## config.mk

```make
export PLATFORM = sky130hd
export DESIGN_NAME = dotp_mac_sequencer_flat
export DESIGN_NICKNAME = d
export VERILOG_FILES = /design/src/rtl/dotp_pkg.sv /design/src/rtl/dotp_mac_sequencer_if.sv /design/src/rtl/sm_acc_stage.sv /design/src/rtl/sm_mult.sv /design/src/rtl/dotp_mac_sequencer.sv /design/src/flat_wrapper.sv
export SDC_FILE = /design/constraint.sdc
export NUM_CORES = 1
export LEC_CHECK = 0
export CAP_MARGIN = 10
export CORE_MARGIN = 2
export CORE_UTILIZATION = 30
export DETAILED_ROUTE_END_ITERATION = 12
export PLACE_DENSITY = 0.46
export SETUP_SLACK_MARGIN = 0.1
export SLEW_MARGIN = 20
export SYNTH_ARGS = -nofsm -noshare
export SYNTH_HDL_FRONTEND = slang
export SYNTH_SLANG_ARGS = --single-unit
```

## constraint.sdc

```tcl
create_clock -name clk -period 10.3 [get_ports clk]
set_input_delay 2.06 -clock clk [delete_from_list [all_inputs] [get_ports clk]]
set_output_delay 2.06 -clock clk [all_outputs]
set_load 0.05 [all_outputs]
```

## src/rtl/dotp_pkg.sv

```systemverilog
// Shared types and sign-magnitude field constants for the dot-product MAC sequencer.
package dotp_pkg;

  typedef enum logic [1:0] {
    IDLE  = 2'd0,
    RUN   = 2'd1,
    DRAIN = 2'd2,
    OUT   = 2'd3
  } state_t;

  localparam int SIGN_BIT = 16;
  localparam int MAG_W    = 16;
  localparam logic [MAG_W-1:0] MAG_MAX = 16'hFFFF;

endpackage

```

## src/rtl/dotp_mac_sequencer_if.sv

```systemverilog
// Command, activation/weight stream and result handshake bundle of one MAC lane.
interface dotp_mac_sequencer_if #(
  parameter int DATA_W = 17,
  parameter int LEN_W  = 8
) ();

  logic              start_i;
  logic [LEN_W-1:0]  len_i;
  logic              busy_o;
  logic              ia_valid_i;
  logic [DATA_W-1:0] ia_data_i;
  logic [DATA_W-1:0] w_data_i;
  logic              ia_ready_o;
  logic              res_valid_o;
  logic [DATA_W-1:0] res_data_o;
  logic              res_ready_i;
  logic              sat_o;

  modport master (
    output start_i, len_i, ia_valid_i, ia_data_i, w_data_i, res_ready_i,
    input  busy_o, ia_ready_o, res_valid_o, res_data_o, sat_o
  );

  modport slave (
    input  start_i, len_i, ia_valid_i, ia_data_i, w_data_i, res_ready_i,
    output busy_o, ia_ready_o, res_valid_o, res_data_o, sat_o
  );

endinterface

```

## src/rtl/sm_acc_stage.sv

```systemverilog
// Accumulate stage: sign-magnitude to two's complement, accumulator add, output clamp.
// DOTP_ACC_SAT_EN selects a saturating accumulator; otherwise it wraps.
module sm_acc_stage
  import dotp_pkg::*;
#(
  parameter int DATA_W = 17,
  parameter int ACC_W  = 24
) (
  input  logic                     vld_p1,
  input  logic [DATA_W-1:0]        prod_p1,
  input  logic signed [ACC_W-1:0]  acc,
  output logic signed [ACC_W-1:0]  acc_next,
  output logic                     acc_clamp,
  output logic [DATA_W-1:0]        res,
  output logic                     res_clamp
);

  // A magnitude of zero negates to zero, so a "-0" product adds nothing.
  function automatic logic signed [ACC_W-1:0] to_twos(input logic [DATA_W-1:0] sm);
    logic signed [ACC_W-1:0] m;
    m = signed'({{(ACC_W-MAG_W){1'b0}}, sm[MAG_W-1:0]});
    return sm[SIGN_BIT] ? -m : m;
  endfunction

  // Returns {clamp, sign, magnitude}; a negative accumulator is never zero.
  function automatic logic [DATA_W:0] out_conv(input logic signed [ACC_W-1:0] a);
    logic [ACC_W-1:0] mag;
    logic             clamp;
    mag   = a[ACC_W-1] ? -a : a;
    clamp = |mag[ACC_W-1:MAG_W];
    return {clamp, a[ACC_W-1], clamp ? MAG_MAX : mag[MAG_W-1:0]};
  endfunction

`ifdef DOTP_ACC_SAT_EN
  localparam logic signed [ACC_W:0] ACC_MAX = signed'({2'b00, {(ACC_W-1){1'b1}}});
  localparam logic signed [ACC_W:0] ACC_MIN = signed'({2'b11, {(ACC_W-2){1'b0}}, 1'b1});

  function automatic logic sat_hit(input logic signed [ACC_W:0] s);
    return (s > ACC_MAX) || (s < ACC_MIN);
  endfunction

  function automatic logic signed [ACC_W-1:0] sat_acc(input logic signed [ACC_W:0] s);
    logic signed [ACC_W:0] c;
    c = (s > ACC_MAX) ? ACC_MAX : ((s < ACC_MIN) ? ACC_MIN : s);
    return c[ACC_W-1:0];
  endfunction

  logic signed [ACC_W:0] sum;
`endif

  logic signed [ACC_W-1:0] term;
  logic [DATA_W:0]         conv;

  always_comb begin
    term = to_twos(prod_p1);
`ifdef DOTP_ACC_SAT_EN
    sum       = {acc[ACC_W-1], acc} + {term[ACC_W-1], term};
    acc_clamp = vld_p1 && sat_hit(sum);
    acc_next  = vld_p1 ? sat_acc(sum) : acc;
`else
    acc_clamp = 1'b0;
    acc_next  = vld_p1 ? acc + term : acc;
`endif
    conv      = out_conv(acc);
    res_clamp = conv[DATA_W];
    res       = conv[DATA_W-1:0];
  end

endmodule

```

## src/rtl/sm_mult.sv

```systemverilog
// 17-bit sign-magnitude multiplier: 16x16 magnitude product rounded to 16 bits.
module sm_mult
  import dotp_pkg::*;
#(
  parameter int DATA_W = 17
) (
  input  logic [DATA_W-1:0] a,
  input  logic [DATA_W-1:0] b,
  output logic [DATA_W-1:0] p
);

  function automatic logic [MAG_W-1:0] round_mag(input logic [2*MAG_W-1:0] full);
    logic [MAG_W:0] r;
    r = {1'b0, full[2*MAG_W-1:MAG_W]} + {{MAG_W{1'b0}}, full[MAG_W-1]};
    return r[MAG_W] ? MAG_MAX : r[MAG_W-1:0];
  endfunction

  logic [2*MAG_W-1:0] full;

  always_comb begin
    full = (2*MAG_W)'(a[MAG_W-1:0]) * (2*MAG_W)'(b[MAG_W-1:0]);
    p    = {a[SIGN_BIT] ^ b[SIGN_BIT], round_mag(full)};
  end

endmodule

```

## src/rtl/dotp_mac_sequencer.sv

```systemverilog
// Dot-product sequencer around one sign-magnitude multiplier and a wide accumulator.
// Build option DOTP_ACC_SAT_EN (in sm_acc_stage) makes the accumulator saturate.
module dotp_mac_sequencer
  import dotp_pkg::*;
#(
  parameter int DATA_W = 17,
  parameter int ACC_W  = 24,
  parameter int LEN_W  = 8
) (
  input logic                 clk,
  input logic                 rst_n,
  dotp_mac_sequencer_if.slave bus
);

  state_t                  state;
  logic [LEN_W-1:0]        len_r;
  logic [LEN_W-1:0]        cnt;
  logic                    busy;
  logic                    ia_ready;
  logic                    res_valid;
  logic [DATA_W-1:0]       res_data;
  logic                    sat;

  logic [DATA_W-1:0]       prod_p0;
  logic [DATA_W-1:0]       prod_p1;
  logic                    vld_p1;
  logic signed [ACC_W-1:0] acc_p2;
  logic signed [ACC_W-1:0] acc_next;
  logic                    acc_clamp;
  logic [DATA_W-1:0]       res_conv;
  logic                    res_clamp;
  logic                    accept;

  assign accept = bus.ia_valid_i && ia_ready;

  sm_mult #(.DATA_W(DATA_W)) u_mult (
    .a (bus.ia_data_i),
    .b (bus.w_data_i),
    .p (prod_p0)
  );

  sm_acc_stage #(.DATA_W(DATA_W), .ACC_W(ACC_W)) u_acc (
    .vld_p1    (vld_p1),
    .prod_p1   (prod_p1),
    .acc       (acc_p2),
    .acc_next  (acc_next),
    .acc_clamp (acc_clamp),
    .res       (res_conv),
    .res_clamp (res_clamp)
  );

  // Stage 1: registered product
  always_ff @(posedge clk) begin
    if (accept) prod_p1 <= prod_p0;
  end

  // Stage 2 and control: accumulate, sequence, register the result
  always_ff @(posedge clk) begin
    if (!rst_n) begin
      state     <= IDLE;
      len_r     <= '0;
      cnt       <= '0;
      busy      <= 1'b0;
      ia_ready  <= 1'b0;
      res_valid <= 1'b0;
      res_data  <= '0;
      sat       <= 1'b0;
      vld_p1    <= 1'b0;
      acc_p2    <= '0;
    end else begin
      vld_p1 <= accept;
      acc_p2 <= acc_next;
      if (acc_clamp) sat <= 1'b1;
      unique case (state)
        IDLE: begin
          if (bus.start_i) begin
            busy <= 1'b1;
            sat  <= 1'b0;
            if (bus.len_i != '0) begin
              state    <= RUN;
              ia_ready <= 1'b1;
              len_r    <= bus.len_i;
              cnt      <= '0;
              acc_p2   <= '0;
            end else begin
              state     <= OUT;
              res_valid <= 1'b1;
              res_data  <= '0;
            end
          end
        end
        RUN: begin
          if (accept) begin
            cnt <= cnt + 1'b1;
            if ((cnt + 1'b1) == len_r) begin
              ia_ready <= 1'b0;
              state    <= DRAIN;
            end
          end
        end
        DRAIN: begin
          // Stage 2 folds the product in combinationally, so an empty stage 1 means acc is final.
          if (!vld_p1) begin
            res_data  <= res_conv;
            res_valid <= 1'b1;
            if (res_clamp) sat <= 1'b1;
            state     <= OUT;
          end
        end
        OUT: begin
          if (bus.res_ready_i) begin
            res_valid <= 1'b0;
            busy      <= 1'b0;
            state     <= IDLE;
          end
        end
      endcase
    end
  end

  assign bus.busy_o      = busy;
  assign bus.ia_ready_o  = ia_ready;
  assign bus.res_valid_o = res_valid;
  assign bus.res_data_o  = res_data;
  assign bus.sat_o       = sat;

endmodule

```

## src/flat_wrapper.sv

```systemverilog
// flat-port wrapper written by rule: the top's interface ports become plain ports
module dotp_mac_sequencer_flat import dotp_pkg::*;
#(
  parameter int DATA_W = 17,
  parameter int ACC_W  = 24,
  parameter int LEN_W  = 8
)
  (clk, rst_n, bus_start_i, bus_len_i, bus_ia_valid_i, bus_ia_data_i, bus_w_data_i, bus_res_ready_i, bus_busy_o, bus_ia_ready_o, bus_res_valid_o, bus_res_data_o, bus_sat_o);
  dotp_mac_sequencer_if #(.DATA_W(DATA_W), .LEN_W(LEN_W)) bus_i ();
  input logic clk;
  input logic rst_n;
  input wire logic [$bits(bus_i.start_i)-1:0] bus_start_i;
  input wire logic [$bits(bus_i.len_i)-1:0] bus_len_i;
  input wire logic [$bits(bus_i.ia_valid_i)-1:0] bus_ia_valid_i;
  input wire logic [$bits(bus_i.ia_data_i)-1:0] bus_ia_data_i;
  input wire logic [$bits(bus_i.w_data_i)-1:0] bus_w_data_i;
  input wire logic [$bits(bus_i.res_ready_i)-1:0] bus_res_ready_i;
  output wire logic [$bits(bus_i.busy_o)-1:0] bus_busy_o;
  output wire logic [$bits(bus_i.ia_ready_o)-1:0] bus_ia_ready_o;
  output wire logic [$bits(bus_i.res_valid_o)-1:0] bus_res_valid_o;
  output wire logic [$bits(bus_i.res_data_o)-1:0] bus_res_data_o;
  output wire logic [$bits(bus_i.sat_o)-1:0] bus_sat_o;
  assign bus_i.start_i = bus_start_i;
  assign bus_i.len_i = bus_len_i;
  assign bus_i.ia_valid_i = bus_ia_valid_i;
  assign bus_i.ia_data_i = bus_ia_data_i;
  assign bus_i.w_data_i = bus_w_data_i;
  assign bus_i.res_ready_i = bus_res_ready_i;
  assign bus_busy_o = bus_i.busy_o;
  assign bus_ia_ready_o = bus_i.ia_ready_o;
  assign bus_res_valid_o = bus_i.res_valid_o;
  assign bus_res_data_o = bus_i.res_data_o;
  assign bus_sat_o = bus_i.sat_o;
  dotp_mac_sequencer #(.DATA_W(DATA_W), .ACC_W(ACC_W), .LEN_W(LEN_W)) u_core (.clk(clk), .rst_n(rst_n), .bus(bus_i));
endmodule
```

==> flow_summary.yaml <==
global_route:
  grt_overflow: 0
  grt_pass1_wl_um: 57300
  first_global_vias: 11000
  use_met1_pct: 21.7
  grtUsageTotal_pct: 14.8
  grt_max_degree: 35
  use_met3_pct: 1.67
  met2_usage_pct: 23.5
  antenna_found_initial: 0
  grt-busiest-layer: "met2"
cts:
  cts_setup_buffers: 0
  clk_transition_reported_paths_ns: 0.07
  postCtsHoldBufs: 0
  clkSinkCount: 81
  clk_latency_ns: 0.34
  cts_made_buffers: 9
  cts_tree: "done"
  cts_root_buf: "clkbuf_16"
  clock_path_buffers: 2
  htree_levels: 3
  cts_resized: 0
critical_path:
  start_kind: "input pin"
  crit_top_cell: "fa_1"
  crit_family: "adder cells"
  cp.arrival_ns: 9.80
  end_kind: "flop"
  crit_type: "in2reg"
  critPathRequiredTime_ns: 10.39
  worstPathCellList: "clkdlybuf4s50_1 > nand2_1 > fa_1 > inv_1 > fa_1 > inv_1 > fa_1 > inv_1 > fa_1 > fa_1 > inv_1 > fa_1 > inv_1 > ha_1 > a211oi_1 > nor2_1 > nor4b_2 > a21oi_1 > a221oi_1 > mux2i_1 > or2_2 > or4b_1 > nor2_1 > mux2_2"
  crit_fanout: 16
  crit_buf_inv: 6
  cpPeakStageDelay_ns: 0.87
  cp_slowest_cell: "clkdlybuf4s50_1"
synth:
  syn_nets: 1980
  yosysMostFrequentCell: "inv_1"
  ys.flop_type: "dfxtp_1"
  synth_area_leaders: "fa_1 (28%), ha_1 (12%), dfxtp_1 (9.3%)"
  synth.ff_latch_count: 81
  synth_top_area_share_pct: 28.1
  netlist_instances: 1606
  yosys_warnings: 0
  synthArstFlopShare_pct: 0
  synth-edff-count: 17
  yosys.area.top_type: "fa_1"
  avgSynthCellArea_um2: 8.59
  synth_common_cells: "inv_1 (255), nand2_1 (221), fa_1 (194), ha_1 (133), and2_1 (124)"
  syn_area_um2: 13800
  yosysSeqAreaShare_pct: 13.0
  ys_types: 69
routing:
  dr.pass1.iters: 5
  route.detailed.drc: 0
  wl_per_cell_um: 14.9
  drtIter0Drc: 481
  wl_um: 33700
  vias: 10600
  ant_nets: 0
  via_per_inst: 4.70
final_layout:
  seq_area_um2: 1790
  drive_above_1_share_pct: 4.28
  syn2layout_area_growth_pct: 12.5
  fin_util_pct: 34.2
  layout.nets: 2028
  multi_input_area_um2: 10800
  num_antenna_cells: 0
  fill_cells: 4779
floorplan:
  dieArea_um2: 47700
  pin_count: 68
  die_w_um: 218
  core.rowCount: 78
  initial_core_util_pct: 30.4
  core_um2: 45400
  die_h_um: 218
sta:
  slew_viol_final: 0
  holdWs_ns: 0.472
  fin_crit_sh_pct: 94.3
  hold_violations: 0
  skew_ns: 0.00825
  finalSetupTns_ns: 0
  tightest_slew_ns: 0.909
  finalCriticalPeriod_ns: 9.71
  slew_headroom_pct: 38.9
  fmax_ghz: 0.103
  finalSetupViolations: 0
  rsz0062_at_grt: "false"
place:
  portBuffers: 67
  dp_hpwl_um: 28500
  place.gp.congestion: 0.819
run_status:
  status: "finished clean"
flow_run:
  maxCapViolations: 0
min_path:
  hold_path.class: "reg2reg"
routing by layer:
metal	part of all wire [%]	wire, µm	vias to the layer above
met5	0	0	-
met1	51	17200	5142
met4	0.77	258	0
met2	45	15100	172
met3	3.5	1180	17
li1	-	-	5280
flip-flops by register name, indices dropped and copies added, names as in the netlist:
register                flops
u_core.bus.sat_o            1
u_core.len_r                8
u_core.bus.busy_o           1
u_core.prod_p1             17
u_core.bus.res_data_o      17
u_core.state                2
u_core.bus.ia_ready_o       1
u_core.cnt                  8
u_core.acc_p2              24
u_core.vld_p1               1
u_core.bus.res_valid_o      1
through the flow:
step | cells | worst slack [ns] | area, µm²
after floorplan | 1606 | 1.40 | 13800
after global placement | 2243 | 0.321 | 15200
after detailed placement | 2243 | 0.196 | 15200
after CTS | 2259 | 0.557 | 15500
after global routing | 2259 | 0.119 | 15500
final | 2259 | 0.590 | 15500
worst register-to-register path, delay by kind of cell, from the launching register on:
family | cells | cell delay [ns]
compound gates | 7 | 1.46
xor+xnor | 2 | 0.35
fa+ha+maj | 1 | 0.34
flops | 1 | 0.42
simple gates | 5 | 1.70
cells in the final DEF (no fill, tap or decap), types with 4 or more instances in the layout:
master / n
a211oi_1: 10
a21boi_0: 14
a21o_1: 19
a21oi_1: 45
a221oi_1: 4
a22o_1: 17
a31oi_1: 9
and2_1: 124
and3_1: 6
buf_4: 36
clkbuf_16: 10
clkdlybuf4s50_1: 67
dfxtp_1: 64
edfxtp_1: 17
fa_1: 194
ha_1: 133
inv_1: 255
mux2i_1: 18
nand2_1: 221
nand2b_1: 9
nand3_1: 33
nand4_1: 9
nand4b_1: 4
nor2_1: 56
nor2b_1: 19
nor3_1: 22
nor3b_1: 4
nor4_1: 6
o211ai_1: 7
o21a_1: 5
o21ai_0: 41
o21bai_1: 6
o31a_1: 7
o31ai_1: 13
o41ai_1: 6
or3_1: 7
or4_1: 10
xnor2_1: 51
xor2_1: 33
area by class of cell:
| class | count | share of cell area (%) |
|---|---|---|
| Clock buffer | 10 | 1.61 |
| Sequential cell | 81 | 11.5 |
| Tap cell | 600 | 4.84 |
| Clock inverter | 6 | 0.411 |
| Timing Repair Buffer | 103 | 6.06 |
| Inverter | 256 | 6.19 |
| Multi-Input combinational cell | 1203 | 69.3 |
kinds of logic after synthesis:
| group | after synthesis | synth area share (%) |
|---|---|---|
| simple gates | 548 | 19.9 |
| fa+ha+maj | 327 | 40.2 |
| buf+inv | 322 | 9.06 |
| compound gates | 225 | 11.1 |
| xor+xnor | 84 | 5.33 |
| flops | 81 | 13.0 |
| mux | 19 | 1.39 |
path summary, 6_finish.rpt:
| path | to | depth (start not counted) | slack (ns) | from |
|---|---|---|---|---|
| worst max-delay path | u_core.prod_p1[15] | 24 | 0.59 | bus_w_data_i[8] |
| worst min-delay path | u_core.bus.res_data_o[5] | 1 | 0.47 | u_core.bus.res_data_o[5] |
| worst max register to register | u_core.acc_p2[23] | 15 | 5.93 | u_core.prod_p1[6] |
| worst min register to register | u_core.bus.res_data_o[5] | 1 | 0.47 | u_core.bus.res_data_o[5] |
Power is left out: the tool's default activity adds up to more than one toggle a clock period on the data nets, which glitch-free logic cannot reach.
